===== config.mk =====
export PLATFORM = sky130hd
export DESIGN_NAME = sn_dot_accum
export DESIGN_NICKNAME = d
export VERILOG_FILES = /design/src/rtl/sn_pkg.sv /design/src/rtl/sn_popcount_window.sv /design/src/rtl/sn_dot_accum.sv
export SDC_FILE = /design/constraint.sdc
export NUM_CORES = 1
export LEC_CHECK = 0
export CAP_MARGIN = 15
export CORE_MARGIN = 3
export CORE_UTILIZATION = 45
export CTS_CLUSTER_DIAMETER = 200
export CTS_CLUSTER_SIZE = 28
export DETAILED_ROUTE_END_ITERATION = 7
export PLACE_DENSITY = 0.66
export SLEW_MARGIN = 20
export SYNTH_ARGS = -nofsm -noshare
export SYNTH_HDL_FRONTEND = slang
export SYNTH_SLANG_ARGS = --single-unit

===== constraint.sdc =====
create_clock -name i_clk_sng -period 6.2 [get_ports i_clk_sng]
set_input_delay 1.24 -clock i_clk_sng [delete_from_list [all_inputs] [get_ports i_clk_sng]]
set_output_delay 1.24 -clock i_clk_sng [all_outputs]
set_load 0.005 [all_outputs]

===== src/rtl/sn_pkg.sv =====
// Shared definitions for the stochastic dot-product datapath.
package sn_pkg;

  localparam int unsigned SN_STREAM_LEN = 16;
  localparam int unsigned SN_SNG_LAT    = 2;

  typedef enum logic [2:0] {
    ST_IDLE,
    ST_LAUNCH,
    ST_WAIT,
    ST_COUNT,
    ST_ACCUM,
    ST_DONE
  } sn_dot_state_t;

  // Ceiling log2, usable in parameter defaults.
  function automatic int unsigned clog2(input int unsigned value);
    int unsigned r;
    int unsigned v;
    r = 0;
    v = 1;
    while (v < value) begin
      v = v << 1;
      r = r + 1;
    end
    return r;
  endfunction

endpackage


===== src/rtl/sn_popcount_window.sv =====
// Counts ones of a stochastic product stream over one window.
module sn_popcount_window
  import sn_pkg::*;
#(
  parameter int unsigned CNT_W = clog2(SN_STREAM_LEN + 1)
) (
  input  logic             i_clk_sng,
  input  logic             i_rst_sng,
  input  logic             clear,
  input  logic             enable,
  input  logic             data_bit,
  output logic [CNT_W-1:0] count
);

  // Window counter: clear wins over counting.
  always_ff @(posedge i_clk_sng or posedge i_rst_sng) begin
    if (i_rst_sng) begin
      count <= '0;
    end else if (clear) begin
      count <= '0;
    end else if (enable && data_bit) begin
      count <= count + CNT_W'(1);
    end
  end

endmodule


===== src/rtl/sn_dot_accum.sv =====
// Sequences stochastic multiplies, accumulates signed per-term counts
// into a binary dot product and hands it off via valid/ready.
module sn_dot_accum
  import sn_pkg::*;
#(
  parameter int unsigned N_TERMS    = 9,
  parameter int unsigned STREAM_LEN = SN_STREAM_LEN,
  parameter int unsigned SNG_LAT    = SN_SNG_LAT,
  parameter int unsigned CNT_W      = clog2(STREAM_LEN + 1),
  parameter int unsigned ACC_W      = CNT_W + clog2(N_TERMS) + 1
) (
  input  logic                    i_clk_sng,
  input  logic                    i_rst_sng,
  input  logic                    i_start,
  input  logic                    i_abort,
  input  logic                    i_sn_x,
  input  logic                    i_sn_w,
  input  logic                    i_sign,
  output logic                    o_start_sng,
  output logic                    o_stop_sng,
  output logic [3:0]              o_term_idx,
  output logic                    o_busy,
  output logic signed [ACC_W-1:0] o_result,
  output logic                    o_valid,
  input  logic                    i_ready
);

  localparam int unsigned PH_MAX = (STREAM_LEN > SNG_LAT) ? STREAM_LEN : SNG_LAT;
  localparam int unsigned PH_W   = clog2(PH_MAX + 1);
  localparam logic [PH_W-1:0] WAIT_LAST  = PH_W'(SNG_LAT - 1);
  localparam logic [PH_W-1:0] COUNT_LAST = PH_W'(STREAM_LEN - 1);
  localparam logic [3:0]      LAST_TERM  = 4'(N_TERMS - 1);

  sn_dot_state_t    state;
  logic [PH_W-1:0]  phase;
  logic             sign_q;
  logic [ACC_W-1:0] acc;
  logic [ACC_W-1:0] acc_next;
  logic [CNT_W-1:0] cnt;
  logic             cnt_clear;
  logic             cnt_en;
  logic             prod_bit;

  assign cnt_clear = (state == ST_LAUNCH);
  assign cnt_en    = (state == ST_COUNT);
  assign prod_bit  = i_sn_x & i_sn_w;

  sn_popcount_window #(
    .CNT_W(CNT_W)
  ) u_popcount (
    .i_clk_sng(i_clk_sng),
    .i_rst_sng(i_rst_sng),
    .clear    (cnt_clear),
    .enable   (cnt_en),
    .data_bit (prod_bit),
    .count    (cnt)
  );

  // Signed accumulate of the zero-extended window count.
  always_comb begin
    acc_next = acc + ACC_W'(cnt);
    if (sign_q) begin
      acc_next = acc - ACC_W'(cnt);
    end
  end

  // Control FSM; every output is registered from the next-state decision.
  always_ff @(posedge i_clk_sng or posedge i_rst_sng) begin
    if (i_rst_sng) begin
      state       <= ST_IDLE;
      phase       <= '0;
      sign_q      <= 1'b0;
      acc         <= '0;
      o_term_idx  <= '0;
      o_start_sng <= 1'b0;
      o_stop_sng  <= 1'b0;
      o_busy      <= 1'b0;
      o_result    <= '0;
      o_valid     <= 1'b0;
    end else begin
      o_start_sng <= 1'b0;
      o_stop_sng  <= 1'b0;
      case (state)
        ST_IDLE: begin
          if (i_start) begin
            state       <= ST_LAUNCH;
            acc         <= '0;
            o_term_idx  <= '0;
            o_start_sng <= 1'b1;
            o_busy      <= 1'b1;
          end
        end
        ST_LAUNCH: begin
          sign_q <= i_sign;
          phase  <= '0;
          state  <= ST_WAIT;
        end
        ST_WAIT: begin
          if (phase == WAIT_LAST) begin
            phase <= '0;
            state <= ST_COUNT;
          end else begin
            phase <= phase + PH_W'(1);
          end
        end
        ST_COUNT: begin
          if (phase == COUNT_LAST) begin
            phase <= '0;
            state <= ST_ACCUM;
          end else begin
            phase <= phase + PH_W'(1);
          end
        end
        ST_ACCUM: begin
          acc <= acc_next;
          if (o_term_idx == LAST_TERM) begin
            state    <= ST_DONE;
            o_result <= acc_next;
            o_valid  <= 1'b1;
          end else begin
            o_term_idx  <= o_term_idx + 4'd1;
            state       <= ST_LAUNCH;
            o_start_sng <= 1'b1;
          end
        end
        ST_DONE: begin
          if (i_ready) begin
            o_valid <= 1'b0;
            if (i_start) begin
              state       <= ST_LAUNCH;
              acc         <= '0;
              o_term_idx  <= '0;
              o_start_sng <= 1'b1;
            end else begin
              state  <= ST_IDLE;
              o_busy <= 1'b0;
            end
          end
        end
        default: begin
          state  <= ST_IDLE;
          o_busy <= 1'b0;
        end
      endcase

      // Abort overrides whatever the case above decided.
      if (i_abort && (state != ST_IDLE)) begin
        state       <= ST_IDLE;
        acc         <= '0;
        o_term_idx  <= '0;
        o_start_sng <= 1'b0;
        o_stop_sng  <= 1'b1;
        o_busy      <= 1'b0;
        o_valid     <= 1'b0;
      end
    end
  end

endmodule

# Word-level counts from Yosys, hierarchy flattened

Index checks and enable logic that the tools add are counted.

Flip-flop bits (word level): 42
Bits in latches: 0
RAM bits: 0
Memory bits (read-only): 0
Input port bits: 8
Output and inout bits: 18
Logic and storage cells: 86
Memories: 0

$add $sub $neg: 5
$mul: 0
Divide/modulo/power cells: 0
Magnitude comparators: 0
Equality and inequality tests: 16
Shift-type cells: 0
Multiplexer cells: 38
Bitwise operators: 1
Reductions and logical operators: 15

Operator list:

| operator              | number |
|---|---|
| $mux W10              | 4 |
| $pmux W10 S3          | 1 |
| $ne A3 B3 Y1 const B  | 7 |
| $mux W5               | 4 |
| $mux W3               | 6 |
| $pmux W3 S6           | 1 |
| $mux W4               | 4 |
| $pmux W5 S3           | 1 |
| $mux W1               | 13 |
| $pmux W4 S3           | 1 |
| $add A10 B5 Y10       | 1 |
| $add A5 B1 Y5 const B | 2 |
| $sub A10 B5 Y10       | 1 |
| $reduce_bool A3 Y1    | 3 |
| $reduce_and A4 Y1     | 2 |
| $eq A3 B2 Y1 const B  | 2 |
| $eq A3 B3 Y1 const B  | 2 |
| $pmux W1 S3           | 2 |
| $reduce_and A3 Y1     | 2 |
| $eq A5 B1 Y1 const B  | 1 |
| $eq A5 B4 Y1 const B  | 1 |
| $add A4 B1 Y4 const B | 1 |
| $eq A4 B4 Y1 const B  | 1 |
| $reduce_and A2 Y1     | 2 |
| 9 further kinds       | 10 |

# Logic depth before layout (Yosys ltp)

Word-level depth: 4
Depth in mapped cells: 11
Mapped depth without buffers: 11

# Cells and area by module

From an unflattened synthesis, not the netlist that was laid out.

Cell total of the unflattened synthesis: 276
Area, all modules: 2586.2 µm²

By module, submodules not included:

| module             | times used | cells an instance | area each (µm²) | sequential area each (µm²) |
|---|---|---|---|---|
| sn_dot_accum       | 1          | 251               | 2346.0          | 925.9 |
| sn_popcount_window | 1          | 25                | 240.2           | 125.1 |

# Least setup slack after synthesis

Ideal clock, no wire load.

Kind: reg2reg
Start point: register u_popcount.count[0]
End point: register acc[9]
Library setup time: 0.087 ns
Arrival time: 2.619 ns
Data required time: 6.113 ns
Path slack: 3.494 ns
Cell stages (with the launch flop): 12
Buffers on the path: 0
Period minus slack after synthesis: 2.706 ns
Cell sequence: dfrtp_1 inv_1 ha_1 nor3b_1 ha_1 mux2i_1 ha_1 nor2b_1 a311o_1 a21oi_2 mux2_1 o211ai_1

Word-level cells in the longest chain between the ends: 4
Elaborated cells on any way between the ends: 5
Those cells by class: add/sub: 2; mux: 3

RTL lines:

| what                                               | RTL line                               | text |
|---|---|---|
| from (decl)                                        | sn_popcount_window.sv:12               | `output logic [CNT_W-1:0] count` |
| from (signal assigned)                             | sn_popcount_window.sv:22               | `count <= count + CNT_W'(1);` |
| $add A10 B5 Y10 or $sub A10 B5 Y10 (tied branches) | sn_dot_accum.sv:61, sn_dot_accum.sv:63 |  |
| $mux W10 *                                         | sn_dot_accum.sv:62                     | `if (sign_q) begin` |
| $pmux W10 S3 *                                     | sn_dot_accum.sv:83                     | `case (state)` |
| $mux W10 *                                         | sn_dot_accum.sv:147                    | `if (i_abort && (state != ST_IDLE)) begin` |
| to (signal assigned)                               | sn_dot_accum.sv:115                    | `acc <= acc_next;` |
| to (decl)                                          | sn_dot_accum.sv:37                     | `logic [ACC_W-1:0] acc;` |

Every way passes the cells marked *; elsewhere a longest branch is shown, timed or not.
A chain may end at the register's enable or synchronous reset.

# Final worst setup path

Start point: input port i_abort
End point: register o_term_idx[3]

Word-level cells in the longest chain between the ends: 3
Elaborated cells on any way between the ends: 6
Those cells by class: eq/ne: 2; mux: 1; reduce/logical: 3

RTL lines:

| what                                                                | RTL line            | text |
|---|---|---|
| from (decl)                                                         | sn_dot_accum.sv:15  | `input logic i_abort,` |
| $logic_and A1 B1 Y1 *                                               | sn_dot_accum.sv:147 |  |
| $ne A3 B3 Y1 (no source line) or $reduce_bool A4 Y1 (tied branches) | --                  |  |
| $reduce_and A3 Y1 (no source line)                                  | --                  |  |
| to (signal assigned)                                                | sn_dot_accum.sv:121 | `o_term_idx <= o_term_idx + 4'd1;` |
| to (decl)                                                           | sn_dot_accum.sv:21  | `output logic [3:0] o_term_idx,` |

Marked as above.

==> impl.org <==
** Layout
- Summing all flip-flop and latch instances after layout gives 0.00105 mm^2.
- After filler insertion, the fill cell instance count of the layout stands at 483.
- Of the cells placed in the final design, the portion with a size suffix greater than 1 is 0.0780.
- From synthesis to final layout, the design area changed by 15.4%.
- Post-layout nets :: 309
- 0 antenna diodes ended up in the layout.
- Area used by multi-input combinational logic :: 0.00135 mm^2

** Synth
- The Yosys step of the flow raised 0 warnings.
- Counting flops with a built-in enable in the synthesized netlist gives 0.
- Post-synthesis instance area :: 0.00250 mm^2
- Counting flops with an async set or reset pin after synthesis yields a share of 1.00.
- Synthesis produced a netlist whose cell count is 260.
- Average cell area after synthesis :: 9.61 um^2
- Count of distinct cell types in the synthesized netlist :: 49
- Counting every net in the synthesized netlist gives 287.
- Sequential share of the synthesized area :: 0.421
- The synthesized design contains 42 register bits.
- Most used flip-flop cell after synthesis :: dfrtp_1

** Pwr
- VDD sags by at most 0.000134 V.
- Clock share of power :: 0.167
- The analysis attributes to cell leakage a power of 1.25 nW.
- Cell Pwr Density :: 344 mW/mm^2
- Internal power of the cells :: 595 uW
- Net switching fraction of the power :: 0.400
- Of the total power, combinational logic draws 0.473.
- The share of total power dissipated in sequential elements is 0.361.
- Power comes to 992 uW.
- Net switching power of the design :: 397 uW

** Global routing
- Entering global routing, the biggest net connects 43 pins.
- The number of antenna violations at the first check in global routing is 0.
- The via count of the first global-routing pass is 1,827.
- For this run, the total global-route usage over all layers was measured as 0.163.
- Global routing finished with a remaining overflow of 0.
- The first global-routing pass estimated 8390 um of wire.
- met2 is the most crowded layer.
- For met2 alone, demand over resource in global routing was 0.261.
- For this run, global-route usage on met1 was measured as 0.225.
- M3 GR Usage :: 0.0370

** Timing
- Min setup slack post-route :: 3.14 ns
- Minimum clock period :: 3.06 ns
- Across the routed clock network, the largest skew measured is 0.00344 ns.
- Worst slew margin :: 0.511
- Dividing the final minimum period by the clock period gives 0.494.
- At the pin with the least slew margin, the transition time is 0.728 ns.
- The number of hold violations in the final report came to 0.
- For this run, the top clock speed supported by timing is 326 MHz.
- Setup violations remaining at the end of the flow were counted as 0.
- Final-report max-slew violation count :: 0
- Setup repair after global routing left no endpoint under its margin.
- Total negative slack :: 0 ns

** Setup path
- Traced cell by cell, the critical path runs through clkdlybuf4s50_1, o21ai_0, o21a_1, o21bai_1, or2_1, o31ai_1.
- Worst Path Arrival :: 3.27 ns
- By startpoint and endpoint, the worst setup path is classified as primary input to register.
- Crit path capture type :: register
- Along the worst path, the maximum fanout reaches 14.
- Required @ worst endpoint :: 6.40 ns
- Maximum cell stage delay along the critical path :: 0.76 ns
- CP max stage cell :: clkdlybuf4s50_1
- Type of origin of the critical path :: primary input

** Route
- Dividing the detail-routed via count by the number of cells gives 5.38.
- Across all layers, the routed design uses 1,895 vias.
- Number of DRC markers after the initial detailed-route iteration :: 112
- Post-route ant nets :: 0
- Routed len/inst :: 13.3 um
- Summed over all layers, the routed wires come to 4690 um.
- Router iterations before antenna repair :: 4
- Remaining DRCs :: 0

** Flow run
- Count of maximum capacitance violations :: 0

** CTS
- Post-CTS Resized :: 0
- Num CTS Buffers :: 5
- CTS H-Tree Depth :: 2
- Clock network latency to the later pin of the worst-skew pair :: 0.29 ns
- Clock sink count :: 42
- Number of buffers inserted for hold repair after clock tree synthesis :: 0
- The clock passes through at most 2 buffers.
- TritonCTS clock tree :: done
- After clock tree synthesis, the clock-pin slew on the worst setup and hold paths is 0.08 ns.
- Once the clock tree was built, the setup fixing pass inserted 0 buffers.
- CTS placed an instance of clkbuf_8 at the clock tree root.

** Floorplan
- DIE WIDTH :: 80.5 um
- Row generation in the floorplan step produced 26 rows.
- The initial utilization of the core area, before any placement, comes to 0.477.
- Y dimension of the die :: 80.5 um
- Core Region :: 0.00524 mm^2
- The die covers 0.00648 mm^2.
- Num ports :: 26

** Placed design
- At the placement stage, the worst setup path has a slack of 2.84 ns.
- At the end of routability-driven placement, the weighted congestion stood at 0.804.
- Port-buffer cells :: 25
- The wire-length estimate of the detail-placed layout is 3460 um.

** Run status
- The flow ran to the end, and the final reports show no timing, DRC or antenna violations.

** Min path
- Hold crit path type :: register to register
-- cells in the final DEF, fill, tap and decap left out, types with 2 or more instances in the layout --
cell,synthesis,layout
nand4_1,2,2
ha_1,18,18
o22ai_1,2,2
xor2_1,5,5
nor3b_1,2,2
a21oi_1,8,8
nand2b_1,4,4
nor2_1,23,23
dfrtp_1,42,42
a22o_1,8,8
mux2_2,9,9
clkinv_2,0,2
o21ai_1,5,5
o21bai_1,2,2
nor3_1,6,5
o21ai_0,15,15
o31ai_1,3,3
inv_1,15,15
o211ai_1,2,2
nand2_1,22,22
o21a_1,3,3
mux2i_1,4,4
clkdlybuf4s50_1,0,25
a21o_1,3,3
nor2b_1,4,4
xnor2_1,9,9
or2_1,2,2
nand3_1,6,6
a31oi_1,7,7
clkbuf_8,0,5
-- power groups by stage --
stage	registers, mW	clock network (mW)	logic, mW
CTS	0.359	0.173	0.474
global route	0.367	0.184	0.531
finish	0.358	0.165	0.469
detailed placement	0.364	0	0.472
global placement	0.362	0	0.469
floorplan	0.328	0	0.402
-- synth_stat cells, drive strengths merged (4+ instances only) --
cell type	n	area share
ha	18	0.090
inv	16	0.024
nor3	6	0.012
xnor2	9	0.032
nor2	23	0.035
nand2b	4	0.010
a22o	8	0.028
mux2i	4	0.016
mux2	10	0.045
nand3	6	0.012
clkbuf	8	0.013
nand2	22	0.033
a31oi	7	0.018
o21ai	20	0.040
xor2	5	0.018
dfrtp	42	0.42
nor2b	4	0.010
a21oi	9	0.020
-- critical path, delay by kind of cell --
family                 cells  cell delay (ns)
AOI/OAI and AO/OA          4             0.97
buffers and inverters      1             0.76
and+or+nand+nor            1             0.30
-- area by class of cell --
class | instances | area share
Multi-Input combinational cell | 191 | 0.467
Sequential cell | 42 | 0.365
Clock inverter | 2 | 0.00347
Inverter | 16 | 0.0208
Tap cell | 70 | 0.0304
Clock buffer | 5 | 0.0239
Timing Repair Buffer | 26 | 0.0894
-- logic make-up (layout without fill, tap and decap cells) --
group	after synthesis	in the layout	synth area share
and+or+nand+nor	77	77	0.146
AOI/OAI and AO/OA	66	66	0.174
DFF	42	42	0.421
buffers and inverters	27	49	0.0421
adders and majority gates	19	19	0.0981
xor gates and xnor gates	15	15	0.0581
muxes	14	14	0.0611
-- sequential cells by signal (all words and copies together), names as in the netlist --
register / cells
acc: 10
o_result: 10
phase: 5
u_popcount.count: 5
o_term_idx: 4
state: 3
o_busy: 1
o_start_sng: 1
o_stop_sng: 1
o_valid: 1
sign_q: 1
-- path summary, 6_finish.rpt --
check / from / to / slack (ns) / depth (start not counted)
hold / removal: o_result[1]$_DFFE_PP0P_ / o_result[1]$_DFFE_PP0P_ / 0.49 / 2
min in group asynchronous: i_rst_sng / o_term_idx[3]$_DFFE_PP0P_ / 1.40 / 3
setup / recovery: i_abort / o_term_idx[3]$_DFFE_PP0P_ / 3.14 / 6
max in group asynchronous: i_rst_sng / phase[3]$_DFFE_PP0P_ / 4.44 / 3
setup reg to reg: u_popcount.count[0]$_DFFE_PP0P_ / acc[9]$_DFFE_PP0P_ / 3.18 / 11
hold reg to reg: o_result[1]$_DFFE_PP0P_ / o_result[1]$_DFFE_PP0P_ / 0.49 / 2
-- routing by layer --
metal	vias to the layer above	routed length [um]
met5	-	0
met4	0	25
met3	2	156
met2	30	2200
met1	900	2320
li1	963	-
-- metrics by stage --
step	instances	utilization	instance area (um^2)	hold WS [ns]
final	352	0.550	2880	0.492
after global placement	345	0.534	2800	0.461
after detailed placement	345	0.535	2800	0.478
after floorplan	260	-	2500	0.450
after global routing	352	0.550	2880	0.525
after CTS	352	0.550	2880	0.496
Power figures use the tool's default switching activity.
==> RTL change (config.mk and constraints unchanged) <==
One comparison of `o_term_idx` changes from == to >=.
--- a/src/rtl/sn_dot_accum.sv
+++ b/src/rtl/sn_dot_accum.sv
@@ -113,7 +113,7 @@
         end
         ST_ACCUM: begin
           acc <= acc_next;
-          if (o_term_idx == LAST_TERM) begin
+          if (o_term_idx >= LAST_TERM) begin
             state    <= ST_DONE;
             o_result <= acc_next;
             o_valid  <= 1'b1;
Check against the original RTL: no difference found for any inputs over 10 cycles, from zero or initial values and one cycle with i_rst_sng high; that may be too few to reach the edited logic, so the function may still have changed.
==> RTL change against the original RTL <==
Routed wire length grew 10%. Sequential share of layout area is 0.56 points lower. Critical path depth rose by 5. Final area up 1.6%. Non-clock buffer count stayed put. First-iteration DRC count is 0.89% higher. Worst setup slack improved by 0.16 ns. Power rose by 9.5%. Area after synthesis is 1.0% higher. Cell count is 0.85% higher. Sequential cell count is the same. Synthesized cell count up 0.38%. Critical path type is now flop to flop. Largest power group unchanged.
==> RTL change: results (changes against the original RTL) <==
CTS Buf Count 5 (unchanged); final wirelength 5167 um (was 4693 um); Top Layer Used met4 (unchanged); Worst VDD drop 254.8 uV (was 134.1 uV); number of global-route vias before repair 1,939 (was 1,827); ANT cells 0 (unchanged); Placement Cell Area 2818 um2 (was 2804 um2); worst slew pin tran 0.9836 ns (was 0.7284 ns); drt drc 0 (unchanged); synth top area cells dfrtp_1 42%, ha_1 8.9%, o21ai_0 4.8%, nand2_1 3.3%, mux2_2 3.1% (was dfrtp_1 42%, ha_1 9.0%, mux2_2 4.1%, nor2_1 3.5%, nand2_1 3.3%); DR iter-0 viols 113 (was 112); gpl congestion 0.8146 (was 0.8038); DR WL met2 2593 um (was 2195 um); Root Driver clkbuf_8 (unchanged); internal power 0.6552 mW (was 0.5955 mW); Final Skew 0.01036 ns (was 0.003442 ns); global-route wire length before repair 8970 um (was 8390 um); count leader, synth dfrtp_1 (unchanged); Net Count, Synth 288 (was 287); router iterations before antenna repair 4 (unchanged); async set or reset register ratio after synthesis 1.000 (unchanged); DR WL met3 139 um (was 156 um); port buffer count 25 (unchanged); Layout Nets 311 (was 309); Yosys warning total 0 (unchanged); maximum buffer depth of the clock tree 2 (unchanged); Lkg Pwr 1.311 nW (was 1.253 nW); initial antenna violation count 0 (unchanged); crit-path max FO 7 (was 14); sequential fraction of the synthesis area 0.4165 (was 0.4206); HPWL after DPL 3623 um (was 3460 um); Post-synth top cells 42 x dfrtp_1, 24 x o21ai_0, 22 x nand2_1, 20 x nor2_1 (was 42 x dfrtp_1, 23 x nor2_1, 22 x nand2_1, 18 x ha_1); layout cells sized above 1 0.08421 (was 0.07801); status finished, final reports clean (unchanged); Synth cell types 54 (was 49); DR vias/cell 5.408 (was 5.384); H-tree levels 2 (unchanged); all-layer global routing usage 0.1756 (was 0.1630); share of the synthesized area in the top cell type 0.4165 (was 0.4206); worst skew pair latency approximately 0.30 ns; worst min path class flop to flop (unchanged); met1 wire length 2385 um (was 2316 um); pre-CTS setup slack 3.040 ns (was 2.841 ns)
-- RTL change: final cells by class --
| class | instances | area, um2 |
|---|---|---|
| timing repair buffer | 26 | 257.7 |
| sequential | 42 | 1051 |
| inverter | 18 | 67.56 |
| clock buffer | 6 | 72.57 |
| tap | 70 | 87.58 |
| clock inverter | 2 | 37.54 |
| multi-input combinational | 191 | 1354 |
| fill | 499 | 2342 |
-- RTL change: cell families (layout without fill, tap and decap cells) --
| logic type | Yosys count | in the layout | synth area share |
|---|---|---|---|
| adders and majority gates | 19 | 19 | 0.09718 |
| AOI/OAI and AO/OA | 71 | 71 | 0.1874 |
| DFF | 42 | 42 | 0.4165 |
| buffers and inverters | 28 | 52 | 0.04709 |
| and+or+nand+nor | 76 | 76 | 0.1502 |
| xor gates and xnor gates | 14 | 14 | 0.05454 |
| muxes | 11 | 11 | 0.04710 |
-- RTL change: per-layer routing --
metal  track usage  up-vias
li1              -      973
met1        0.2152      925
met2        0.2989       17
met3       0.05100        5
met4       0.05236        0
met5             0        -
-- RTL change: power groups by stage --
| stage | registers [mW] | logic (mW) | clock network (mW) |
|---|---|---|---|
| 3_3_place_gp | 0.365 | 0.499 | 0 |
| 6_report | 0.361 | 0.504 | 0.221 |
| 4_1_cts | 0.361 | 0.510 | 0.225 |
| 3_5_place_dp | 0.366 | 0.500 | 0 |
| 5_1_grt | 0.371 | 0.567 | 0.238 |
| 2_1_floorplan | 0.332 | 0.427 | 0 |
-- RTL change: through the flow --
step           power (mW)  cells  utilization
2_1_floorplan      0.7588    261            -
3_3_place_gp       0.8639    347       0.5347
3_5_place_dp       0.8655    347       0.5347
4_1_cts             1.095    355       0.5556
5_1_grt             1.176    355       0.5556
6_report            1.086    355       0.5556
-- RTL change: final timing paths --
path,startpoint,end,slack (ns),cells past startpoint
max,u_popcount.count[0]$_DFFE_PP0P_,acc[9]$_DFFE_PP0P_,3.30,11
min,o_result[8]$_DFFE_PP0P_,o_result[8]$_DFFE_PP0P_,0.49,2
max reg2reg,u_popcount.count[0]$_DFFE_PP0P_,acc[9]$_DFFE_PP0P_,3.30,11
min reg2reg,o_result[8]$_DFFE_PP0P_,o_result[8]$_DFFE_PP0P_,0.49,2
max in group asynchronous,i_rst_sng,acc[5]$_DFFE_PP0P_,4.46,3
min in group asynchronous,i_rst_sng,o_result[0]$_DFFE_PP0P_,1.37,3
-- RTL change: critical path: stages (launching register included) --
cell and delay, ns:
dfrtp_1 0.50, inv_1 0.08, ha_1 0.21, and2_1 0.16, ha_1 0.19, or2_2 0.29, ha_1 0.34, a21o_1 0.17
a31o_1 0.20, or3_1 0.34, a211o_1 0.30, o21ai_1 0.07
